==> config.mk <==
export PLATFORM = sky130hd
export DESIGN_NAME = pipeline_hazard_ctrl
export DESIGN_NICKNAME = d
export VERILOG_FILES = /design/src/rtl/pipeline_hazard_ctrl_pkg.sv /design/src/rtl/pipeline_hazard_ctrl_load_use_detect.sv /design/src/rtl/pipeline_hazard_ctrl.sv
export SDC_FILE = /design/constraint.sdc
export NUM_CORES = 1
export LEC_CHECK = 0
export CELL_PAD_IN_SITES_DETAIL_PLACEMENT = 0
export CELL_PAD_IN_SITES_GLOBAL_PLACEMENT = 2
export CORE_UTILIZATION = 19
export DETAILED_ROUTE_END_ITERATION = 12
export PLACE_DENSITY_LB_ADDON = 0.3
export RECOVER_POWER = 100
export SYNTH_ARGS = -nofsm -noshare
export SYNTH_HDL_FRONTEND = slang
export SYNTH_SLANG_ARGS = --single-unit
==> constraint.sdc <==
create_clock -name i_clk -period 3.3 [get_ports i_clk]
set_input_delay 0.33 -clock i_clk [delete_from_list [all_inputs] [get_ports i_clk]]
set_output_delay 0.33 -clock i_clk [all_outputs]
set_load 0.03 [all_outputs]
==> src/rtl/pipeline_hazard_ctrl_pkg.sv <==
// Shared definitions for the pipeline hazard controller: RV32I widths, the
// load opcode and the sequencer state encoding.
// Latency: n/a (types and constants only). Backpressure: n/a.
package pipeline_hazard_ctrl_pkg;

  localparam int XLEN  = 32;  // architectural register / PC width
  localparam int XADDR = 5;   // register-file address width
  localparam int OPLEN = 6;   // opcode MSB index (opcode is OPLEN+1 bits)

  // RV32I LOAD major opcode
  localparam logic [OPLEN:0] L_OP = 7'b0000011;

  // Sequencer states; the encoding is visible on o_state for debug.
  typedef enum logic [1:0] {
    HZ_RUN      = 2'd0,
    HZ_LU_STALL = 2'd1,
    HZ_FLUSH    = 2'd2,
    HZ_MEM_WAIT = 2'd3
  } hz_state_t;

endpackage

==> src/rtl/pipeline_hazard_ctrl_load_use_detect.sv <==
// Load-use detector: flags an ID instruction that reads the rd of a load in EX.
// Latency: purely combinational, same cycle.
// Backpressure: none; the caller decides whether to act on the flag.
//
// Ports:
//   i_id_rs1_addr/i_id_rs2_addr  source registers of the ID instruction
//   i_id_rs1_used/i_id_rs2_used  which sources are really read
//   i_ex_opcode/i_ex_rd_addr     opcode and destination of the EX instruction
//   o_lu                         load-use hazard present
module load_use_detect
  import pipeline_hazard_ctrl_pkg::*;
(
  input  logic [XADDR-1:0] i_id_rs1_addr,
  input  logic [XADDR-1:0] i_id_rs2_addr,
  input  logic             i_id_rs1_used,
  input  logic             i_id_rs2_used,
  input  logic [OPLEN:0]   i_ex_opcode,
  input  logic [XADDR-1:0] i_ex_rd_addr,
  output logic             o_lu
);

  logic ex_is_load;
  logic rs1_hit;
  logic rs2_hit;

  // x0 is hardwired to zero, so a load into x0 can never create a hazard.
  assign ex_is_load = (i_ex_opcode == L_OP) && (i_ex_rd_addr != '0);
  assign rs1_hit    = i_id_rs1_used && (i_id_rs1_addr == i_ex_rd_addr);
  assign rs2_hit    = i_id_rs2_used && (i_id_rs2_addr == i_ex_rd_addr);
  assign o_lu       = ex_is_load && (rs1_hit || rs2_hit);

endmodule

==> src/rtl/pipeline_hazard_ctrl.sv <==
// Stall/flush sequencer for the 5-stage RV32I pipeline (load-use, redirect, dmem wait).
// Latency: control outputs are combinational from state+inputs (same cycle); state is registered.
// Backpressure: a pending data-memory access stalls all four stage registers until i_dmem_ready.
//
// Ports: i_clk, i_rst_n (synchronous, active-low); ID source regs / EX opcode+rd for
// load-use; i_redirect/i_redirect_pc from the EX/MEM register; i_dmem_req/i_dmem_ready
// from MEM; per-stage o_stall_* / o_flush_*, fetch mux o_pc_sel/o_pc_target, debug
// o_state, sticky watchdog o_mem_timeout.
// Optional build macro HAZARD_PERF_CNT_EN adds parameter CNT_W and saturating
// counters o_cnt_lu, o_cnt_flush, o_cnt_memwait.
module pipeline_hazard_ctrl
  import pipeline_hazard_ctrl_pkg::*;
#(
  parameter int IMEM_LAT = 1,
  parameter int WAIT_MAX = 255
`ifdef HAZARD_PERF_CNT_EN
  ,
  parameter int CNT_W    = 32
`endif
) (
  input  logic             i_clk,
  input  logic             i_rst_n,
  input  logic [XADDR-1:0] i_id_rs1_addr,
  input  logic [XADDR-1:0] i_id_rs2_addr,
  input  logic             i_id_rs1_used,
  input  logic             i_id_rs2_used,
  input  logic [OPLEN:0]   i_ex_opcode,
  input  logic [XADDR-1:0] i_ex_rd_addr,
  input  logic             i_redirect,
  input  logic [XLEN-1:0]  i_redirect_pc,
  input  logic             i_dmem_req,
  input  logic             i_dmem_ready,
  output logic             o_stall_if,
  output logic             o_stall_id,
  output logic             o_stall_ex,
  output logic             o_stall_mem,
  output logic             o_flush_id,
  output logic             o_flush_ex,
  output logic             o_pc_sel,
  output logic [XLEN-1:0]  o_pc_target,
  output logic [1:0]       o_state,
  output logic             o_mem_timeout
`ifdef HAZARD_PERF_CNT_EN
  ,
  output logic [CNT_W-1:0] o_cnt_lu,
  output logic [CNT_W-1:0] o_cnt_flush,
  output logic [CNT_W-1:0] o_cnt_memwait
`endif
);

  localparam logic [7:0] IMEM_LAT_C = IMEM_LAT[7:0];
  localparam logic [7:0] WAIT_MAX_C = WAIT_MAX[7:0];

  hz_state_t  state, state_nxt;
  logic [7:0] flush_cnt, flush_cnt_nxt;
  logic       flush_resume, flush_resume_nxt;  // FLUSH was interrupted by a dmem wait
  logic [7:0] wait_cnt;
  logic       timeout_q;

  logic memwait;
  logic lu;

  assign memwait = i_dmem_req && !i_dmem_ready;

  load_use_detect u_lu (
    .i_id_rs1_addr (i_id_rs1_addr),
    .i_id_rs2_addr (i_id_rs2_addr),
    .i_id_rs1_used (i_id_rs1_used),
    .i_id_rs2_used (i_id_rs2_used),
    .i_ex_opcode   (i_ex_opcode),
    .i_ex_rd_addr  (i_ex_rd_addr),
    .o_lu          (lu)
  );

  // ------------------------------------------------------------------
  // State register
  // ------------------------------------------------------------------
  always_ff @(posedge i_clk) begin
    if (!i_rst_n) begin
      state        <= HZ_RUN;
      flush_cnt    <= '0;
      flush_resume <= 1'b0;
    end else begin
      state        <= state_nxt;
      flush_cnt    <= flush_cnt_nxt;
      flush_resume <= flush_resume_nxt;
    end
  end

  // ------------------------------------------------------------------
  // Next-state logic. Priority everywhere: memwait > redirect > load-use.
  // ------------------------------------------------------------------
  always_comb begin
    state_nxt        = state;
    flush_cnt_nxt    = flush_cnt;
    flush_resume_nxt = flush_resume;
    unique case (state)
      HZ_RUN, HZ_LU_STALL: begin
        if (memwait) begin
          state_nxt        = HZ_MEM_WAIT;
          flush_resume_nxt = 1'b0;
        end else if (i_redirect) begin
          state_nxt     = HZ_FLUSH;
          flush_cnt_nxt = IMEM_LAT_C;
        end else if (lu && (state == HZ_RUN)) begin
          // LU_STALL is a single cycle: a hazard seen while in it is the
          // same load, now moving into MEM, so it is not re-armed.
          state_nxt = HZ_LU_STALL;
        end else begin
          state_nxt = HZ_RUN;
        end
      end
      HZ_FLUSH: begin
        if (memwait) begin
          // Freeze the flush sequence; it picks up where it left off.
          state_nxt        = HZ_MEM_WAIT;
          flush_resume_nxt = 1'b1;
        end else if (i_redirect) begin
          state_nxt     = HZ_FLUSH;
          flush_cnt_nxt = IMEM_LAT_C;
        end else begin
          flush_cnt_nxt = flush_cnt - 8'd1;
          state_nxt     = (flush_cnt <= 8'd1) ? HZ_RUN : HZ_FLUSH;
        end
      end
      HZ_MEM_WAIT: begin
        // A redirect waiting in MEM is deliberately not taken on the ready
        // cycle; it is handled once, from RUN, on the following cycle.
        if (!memwait) begin
          state_nxt        = flush_resume ? HZ_FLUSH : HZ_RUN;
          flush_resume_nxt = 1'b0;
        end
      end
      default: state_nxt = HZ_RUN;
    endcase
  end

  // ------------------------------------------------------------------
  // Output logic (combinational so hazards act in the cycle they appear)
  // ------------------------------------------------------------------
  always_comb begin
    o_stall_if  = 1'b0;
    o_stall_id  = 1'b0;
    o_stall_ex  = 1'b0;
    o_stall_mem = 1'b0;
    o_flush_id  = 1'b0;
    o_flush_ex  = 1'b0;
    o_pc_sel    = 1'b0;
    o_pc_target = '0;
    unique case (state)
      HZ_RUN, HZ_LU_STALL, HZ_FLUSH: begin
        if (memwait) begin
          {o_stall_if, o_stall_id, o_stall_ex, o_stall_mem} = 4'b1111;
        end else if (i_redirect) begin
          // Only younger stages are flushed; the redirecting instruction
          // itself is in MEM and still retires (JAL/JALR link value).
          o_pc_sel    = 1'b1;
          o_pc_target = i_redirect_pc;
          o_flush_id  = 1'b1;
          o_flush_ex  = 1'b1;
        end else if (state == HZ_FLUSH) begin
          o_flush_id = 1'b1;  // kill fetches issued before the redirect
        end else if (lu && (state == HZ_RUN)) begin
          o_stall_if = 1'b1;
          o_stall_id = 1'b1;
          o_flush_ex = 1'b1;
        end
      end
      HZ_MEM_WAIT: begin
        if (memwait) begin
          {o_stall_if, o_stall_id, o_stall_ex, o_stall_mem} = 4'b1111;
        end
      end
      default: ;
    endcase
    // Reset dominates so the pipeline sees a quiet controller while held.
    if (!i_rst_n) begin
      {o_stall_if, o_stall_id, o_stall_ex, o_stall_mem} = 4'b0000;
      o_flush_id  = 1'b0;
      o_flush_ex  = 1'b0;
      o_pc_sel    = 1'b0;
      o_pc_target = '0;
    end
  end

  // ------------------------------------------------------------------
  // Memory-wait watchdog. Counts consecutive memwait cycles, including the
  // cycle in which the wait is first seen; saturates at WAIT_MAX.
  // ------------------------------------------------------------------
  always_ff @(posedge i_clk) begin
    if (!i_rst_n) begin
      wait_cnt  <= '0;
      timeout_q <= 1'b0;
    end else if (memwait) begin
      if (wait_cnt != WAIT_MAX_C) begin
        wait_cnt <= wait_cnt + 8'd1;
      end
      if (wait_cnt >= WAIT_MAX_C - 8'd1) begin
        timeout_q <= 1'b1;
      end
    end else begin
      wait_cnt <= '0;
    end
  end

  assign o_mem_timeout = timeout_q;
  assign o_state       = state;

`ifdef HAZARD_PERF_CNT_EN
  // ------------------------------------------------------------------
  // Saturating performance counters
  // ------------------------------------------------------------------
  logic ev_lu;
  logic ev_flush;

  assign ev_lu    = (state == HZ_RUN) && !memwait && !i_redirect && lu;
  assign ev_flush = o_flush_id;

  always_ff @(posedge i_clk) begin
    if (!i_rst_n) begin
      o_cnt_lu      <= '0;
      o_cnt_flush   <= '0;
      o_cnt_memwait <= '0;
    end else begin
      if (ev_lu && (o_cnt_lu != '1)) begin
        o_cnt_lu <= o_cnt_lu + 1'b1;
      end
      if (ev_flush && (o_cnt_flush != '1)) begin
        o_cnt_flush <= o_cnt_flush + 1'b1;
      end
      if (memwait && (o_cnt_memwait != '1)) begin
        o_cnt_memwait <= o_cnt_memwait + 1'b1;
      end
    end
  end
`endif

endmodule
== Word level (Yosys, flattened, before mapping) ==
Cells that the tools add are included.

* Flip-flop bits (word level): 20
* Bits in latches: 0
* Bits in writable memories: 0
* ROM bits: 0
* Input port bits: 61
* Output and inout bits: 42
* Logic and storage cells: 84
* Memories: 0

* Add/subtract/negate cells: 2
* $mul: 0
* Div/mod/pow operators: 0
* Magnitude comparators: 2
* Equal/unequal tests: 13
* Shifts and indexed selects: 0
* Mux-type cells: 44
* Bitwise logic cells: 0
* Reduce and logical (&&, ||, !) cells: 18

{| class="wikitable"
|+ Operators with widths
! kind !! number
|-
| $mux W32 || 4
|-
| $mux W8 || 4
|-
| $mux W1 || 25
|-
| $pmux W8 S2 || 1
|-
| $mux W2 || 7
|-
| $ne A2 B2 Y1 const B || 6
|-
| $eq A5 B5 Y1 || 2
|-
| $add A8 B1 Y8 const B || 1
|-
| $ge A8 B8 Y1 const B || 1
|-
| $le A8 B1 Y1 const B || 1
|-
| $ne A8 B8 Y1 const B || 1
|-
| $sub A8 B1 Y8 const B || 1
|-
| $eq A7 B2 Y1 const B || 1
|-
| $logic_and A1 B1 Y1 || 6
|-
| $pmux W2 S3 || 1
|-
| $reduce_bool A5 Y1 || 1
|-
| $eq A2 B2 Y1 const B || 2
|-
| $reduce_and A2 Y1 || 2
|-
| $reduce_and A4 Y1 || 1
|-
| $reduce_or A4 Y1 || 1
|-
| $pmux W1 S3 || 1
|-
| $reduce_and A3 Y1 || 1
|-
| $reduce_or A3 Y1 || 1
|-
| $eq A2 B1 Y1 const B || 1
|-
| other kinds (6) || 6
|}

== Logic depth before layout (Yosys ltp) ==
* Depth in word-level cells: 11
* Mapped depth: 6
* Depth with buffers taken out: 5

== Hierarchy ==
Synthesis repeated with hierarchy kept, for this count alone.

* Cells, all modules: 177
* Area total of the unflattened synthesis: 1375.1 um^2

{| class="wikitable"
|+ Modules (own cells, without submodules)
! module !! times used !! cells an instance !! area an instance (um^2) !! seq. area each (um^2)
|-
| pipeline_hazard_ctrl || 1 || 157 || 1226.2 || 400.4
|-
| load_use_detect || 1 || 20 || 148.9 || 0.0
|}

== Worst setup path after synthesis ==
Ideal clock, no wire load.

* Path type: input port to output port
* Start: input i_ex_opcode[2]
* End: output o_stall_if
* Data arrival time: 1.876 ns
* Data required time: 2.970 ns
* Setup slack: 1.094 ns
* Cell stages on the path: 5
* Buffers on the path: 1
* Path through: or4_4 nor3_2 nand4_1 o21ai_1 buf_4

* Word-level cells in the longest chain between the ends: 10

{| class="wikitable"
|+ Ends and longest elaborated chain
! item !! line !! text
|-
| from (decl) || pipeline_hazard_ctrl.sv:27 || <nowiki>input logic [OPLEN:0] i_ex_opcode,</nowiki>
|-
| $eq A7 B2 Y1 || pipeline_hazard_ctrl_load_use_detect.sv:27 || <nowiki>assign ex_is_load = (i_ex_opcode == L_OP) && (i_ex_rd_addr != '0);</nowiki>
|-
| $logic_and A1 B1 Y1 || pipeline_hazard_ctrl_load_use_detect.sv:27 ||
|-
| $logic_and A1 B1 Y1 || pipeline_hazard_ctrl_load_use_detect.sv:30 || <nowiki>assign o_lu = ex_is_load && (rs1_hit || rs2_hit);</nowiki>
|-
| $logic_and A1 B1 Y1 || pipeline_hazard_ctrl.sv:163 || <nowiki>end else if (lu && (state == HZ_RUN)) begin</nowiki>
|-
| $mux W1 (4 in series) || - ||
|-
| $pmux W1 S2 || - ||
|-
| $mux W1 || - ||
|-
| to (decl) || pipeline_hazard_ctrl.sv:33 || <nowiki>output logic o_stall_if,</nowiki>
|}

Every way passes these cells.

== Worst setup path in the final report ==
* Start: input i_ex_opcode[2]
* End: output o_stall_id

* Word-level cells in the longest chain between the ends: 10

{| class="wikitable"
|+ Ends and longest elaborated chain
! item !! line !! text
|-
| $eq A7 B2 Y1 || pipeline_hazard_ctrl_load_use_detect.sv:27 ||
|-
| $logic_and A1 B1 Y1 || pipeline_hazard_ctrl_load_use_detect.sv:27 ||
|-
| $logic_and A1 B1 Y1 || pipeline_hazard_ctrl_load_use_detect.sv:30 ||
|-
| $logic_and A1 B1 Y1 || pipeline_hazard_ctrl.sv:163 ||
|-
| $mux W1 || pipeline_hazard_ctrl.sv:163 ||
|-
| $mux W1 || pipeline_hazard_ctrl.sv:161 || <nowiki>end else if (state == HZ_FLUSH) begin</nowiki>
|-
| $mux W1 || pipeline_hazard_ctrl.sv:154 || <nowiki>end else if (i_redirect) begin</nowiki>
|-
| $mux W1 || pipeline_hazard_ctrl.sv:152 || <nowiki>if (memwait) begin</nowiki>
|-
| $pmux W1 S2 || pipeline_hazard_ctrl.sv:150 || <nowiki>unique case (state)</nowiki>
|-
| $mux W1 || pipeline_hazard_ctrl.sv:177 || <nowiki>if (!i_rst_n) begin</nowiki>
|-
| to (decl) || pipeline_hazard_ctrl.sv:34 || <nowiki>output logic o_stall_id,</nowiki>
|}

Every way passes these cells.

==> out/qor.txt <==
POWER
----------------------------------------------------------------------------------
Overall power of the completed layout ...............................     0.701 mW
Power per unit of standard cell area ................................  287 mW/mm^2
Leakage component of the power ......................................     0.949 nW
Maximum vdd ir drop .................................................    0.0937 mV

PLACED DESIGN
----------------------------------------------------------------------------------
Cells after DPL .....................................................          372
Last weighted congestion value of the routability-driven placer .....        0.738
Count of input and output buffers ...................................          102
Post-detail-place hpwl ..............................................      3920 um

FLOORPLANNING
----------------------------------------------------------------------------------
Number of placed I/O pins ...........................................          103
Die extent in y .....................................................      89.1 um
Area enclosed by the die boundary ................................... 0.00793 sq mm
Chip width ..........................................................      89.1 um
Standard-cell row count .............................................           31
Core region area .................................................... 0.00729 sq mm
Initial Util ........................................................        19.7%

LOGIC SYNTHESIS
----------------------------------------------------------------------------------
Top cell type by total area after synthesis ......................... sky130_fd_sc_hd__dfxtp_1
Top cells by count, synth ........................................... sky130_fd_sc_hd__and2_1, sky130_fd_sc_hd__dfxtp_1, sky130_fd_sc_hd__nor2_1
Count of mapped cells out of synthesis ..............................          181
Adder and majority gate portion of the synthesized area .............        3.48%
Combinational family with the most area after synthesis ............. simple AND/OR/NAND/NOR gates
Synthesized-area fraction occupied by and/or/nand/nor cells .........        37.3%
Synth Register Bits .................................................           20
Number of synthesis warnings ........................................            0
Most common cell in the netlist ..................................... sky130_fd_sc_hd__and2_1
Most frequently used flop master after synthesis .................... sky130_fd_sc_hd__dfxtp_1
Post-synth design cell area ......................................... 0.00144 sq mm
Fraction of registers with async set or reset after synthesis .......           0%
Synthesized area per cell ...........................................   7.96 sq um
Multiplexer share of the synthesized area ...........................       0.782%
Count of flip-flops with a built-in enable after synthesis ..........            0
Mapped Nets .........................................................          246
Area fraction in compound gates after synthesis .....................        13.3%
Largest cells by area after synthesis ............................... sky130_fd_sc_hd__dfxtp_1, sky130_fd_sc_hd__and2_1, sky130_fd_sc_hd__xor2_1
Synthesized-area fraction occupied by xor and xnor cells ............        12.2%
Unique masters post-synth ...........................................           45
Share of the synthesized area in the top cell type ..................        27.8%
Post-synthesis sequential area ratio ................................        27.8%

GLOBAL ROUTE
----------------------------------------------------------------------------------
First-pass GRT wire length ..........................................      7250 um
Overall global routing resource usage ...............................        11.8%
Initial antenna violation count .....................................            0
Final global-route overflow total ...................................            0
Vias in the first global route ......................................         1581
Maximum number of pins on one net before global-route repair ........           35

TIMING
----------------------------------------------------------------------------------
Unrepaired setup endpoints after global routing .....................        false
Fraction of the cycle the final worst path needs ....................        90.3%
Final setup violation count .........................................            0
Final count of hold timing violations ...............................            0
Post-route setup TNS ................................................         0 ns
Relative slew slack .................................................        59.3%
Minimum period implied by the final worst setup slack ...............      2.98 ns
Final slew viol count ...............................................            0
Achievable frequency ................................................    0.336 GHz
Pin slew with the least headroom to its limit .......................     0.605 ns
Final worst clock skew ..............................................   0.00679 ns

DRT
----------------------------------------------------------------------------------
Routed wire length ..................................................      4630 um
Vias per Instance ...................................................         4.12
DRC violation count after routing ...................................            0
Number of nets with antenna violations after routing ................            0
Detailed-routing iteration count for the pre-antenna-repair pass ....            4
Routed wirelength normalized by instance count ......................      12.3 um
Vias post-DR ........................................................         1544
DR iter-0 viols .....................................................           35

SETUP PATH
----------------------------------------------------------------------------------
Worst endpoint required time ........................................      2.97 ns
Category of the worst setup path capture point ......................   output pin
Crit path max fanout ................................................            2
Data arrival, critical path .........................................      2.65 ns
Kind of start point of the critical path ............................ primary input
Crit Path Class .....................................................    in -> out
Worst-case register-to-register setup slack .........................      1.67 ns

JOB
----------------------------------------------------------------------------------
Max-cap violations ..................................................            0

CLOCKING
----------------------------------------------------------------------------------
Cts hold-fix bufs ...................................................            0
Clock Pin Slew Worst Setup and Hold Paths ...........................      0.08 ns
CTS sink cnt ........................................................           20
CTS tree ............................................................         done
Number of buffers on the longest clock path .........................            2
Count of cells resized by post-cts repair ...........................            0
Later-pin clock latency in the skew report ..........................      0.26 ns
Clock Tree Root ..................................................... sky130_fd_sc_hd__clkbuf_8
Total number of H-tree levels .......................................            1
Post-CTS setup buffer count .........................................            0
CTS Buf Count .......................................................            3

LAYOUT
----------------------------------------------------------------------------------
Area added between synthesis and finish .............................        69.4%
N_diodes ............................................................            0
Count of nets after finishing .......................................          343
Core Util, Final ....................................................        33.5%
Share of final-layout standard cells stronger than drive strength 1 .        11.2%
Non-filler cells in the finished layout .............................          375

OUTCOME
----------------------------------------------------------------------------------
Outcome ............................................................. finished clean

WORST HOLD PATH
----------------------------------------------------------------------------------
HP Class ............................................................   reg -> reg

metrics by stage:
stage	setup slack (ns)	instance area (sq um)	hold slack, ns
after detailed placement	0.399	2450	0.459
after CTS	0.402	2500	0.470
after global placement	0.416	2450	0.447
after floorplan	1.09	1440	0.437
after global routing	0.191	2440	0.498
final	0.320	2440	0.469
sequential cells by signal, indices dropped and copies added (netlist names):
name / flops
wait_cnt: 8
flush_resume: 1
o_mem_timeout: 1
o_state: 2
flush_cnt: 8
layer usage:
layer	share of wire, %	GRT usage, %	vias up
met3	7.3	3.42	2
li1	-	-	804
met5	0	0	-
met2	49	21.3	70
met1	43	13.9	668
met4	0.50	2.60	0
cell type report:
class / instances / area, sq um
inverters: 4 / 15.0
flip-flops and latches: 20 / 400
clock buffers: 3 / 41.3
multi-input cells: 145 / 960
fillers: 817 / 4850
repair buffers: 104 / 900
well taps: 99 / 124
logic make-up (layout without fill, tap and decap cells):
group                    Yosys count  in the layout
XOR/XNOR                          20             20
AND/OR/NAND/NOR                   92             92
buffers and inverters             16            111
AO/OA/AOI/OAI                     28             28
adder cells (fa/ha/maj)            4              4
flip-flops                        20             20
multiplexers                       1              1
final timing paths:
path	from	end	cells past startpoint
worst max-delay path	i_ex_opcode[2]	o_stall_id	6
worst min-delay path	flush_resume$_SDFFE_PN0P_	flush_resume$_SDFFE_PN0P_	2
worst min register to register	flush_resume$_SDFFE_PN0P_	flush_resume$_SDFFE_PN0P_	2
worst max register to register	o_state[1]$_SDFFE_PN0P_	flush_cnt[1]$_SDFFE_PN0P_	4
worst max-delay path: stages:
cell                              delay, ns
sky130_fd_sc_hd__clkdlybuf4s50_1       0.42
sky130_fd_sc_hd__or4_4                 0.53
sky130_fd_sc_hd__nor3_1                0.23
sky130_fd_sc_hd__nand4_1               0.17
sky130_fd_sc_hd__o21ai_1               0.20
sky130_fd_sc_hd__dlygate4sd3_1         0.76
cell usage in the layout (no fill, tap or decap), types with 5 or more instances in the layout:
cell type,count
sky130_fd_sc_hd__buf_4,22
sky130_fd_sc_hd__xor2_1,16
sky130_fd_sc_hd__and2_0,22
sky130_fd_sc_hd__a21oi_1,6
sky130_fd_sc_hd__o211ai_1,5
sky130_fd_sc_hd__nor2_1,20
sky130_fd_sc_hd__nand2_1,11
sky130_fd_sc_hd__clkbuf_1,13
sky130_fd_sc_hd__dfxtp_1,20
sky130_fd_sc_hd__and2_1,12
sky130_fd_sc_hd__clkdlybuf4s50_1,59
sky130_fd_sc_hd__dlygate4sd3_1,9
power by group:
part	internal [mW]	switching, mW
clock	0.0813	0.0796
sequential	0.255	0.0201
combinational	0.140	0.125
total	0.476	0.225
Note: power is estimated with default switching activity, not from simulation.
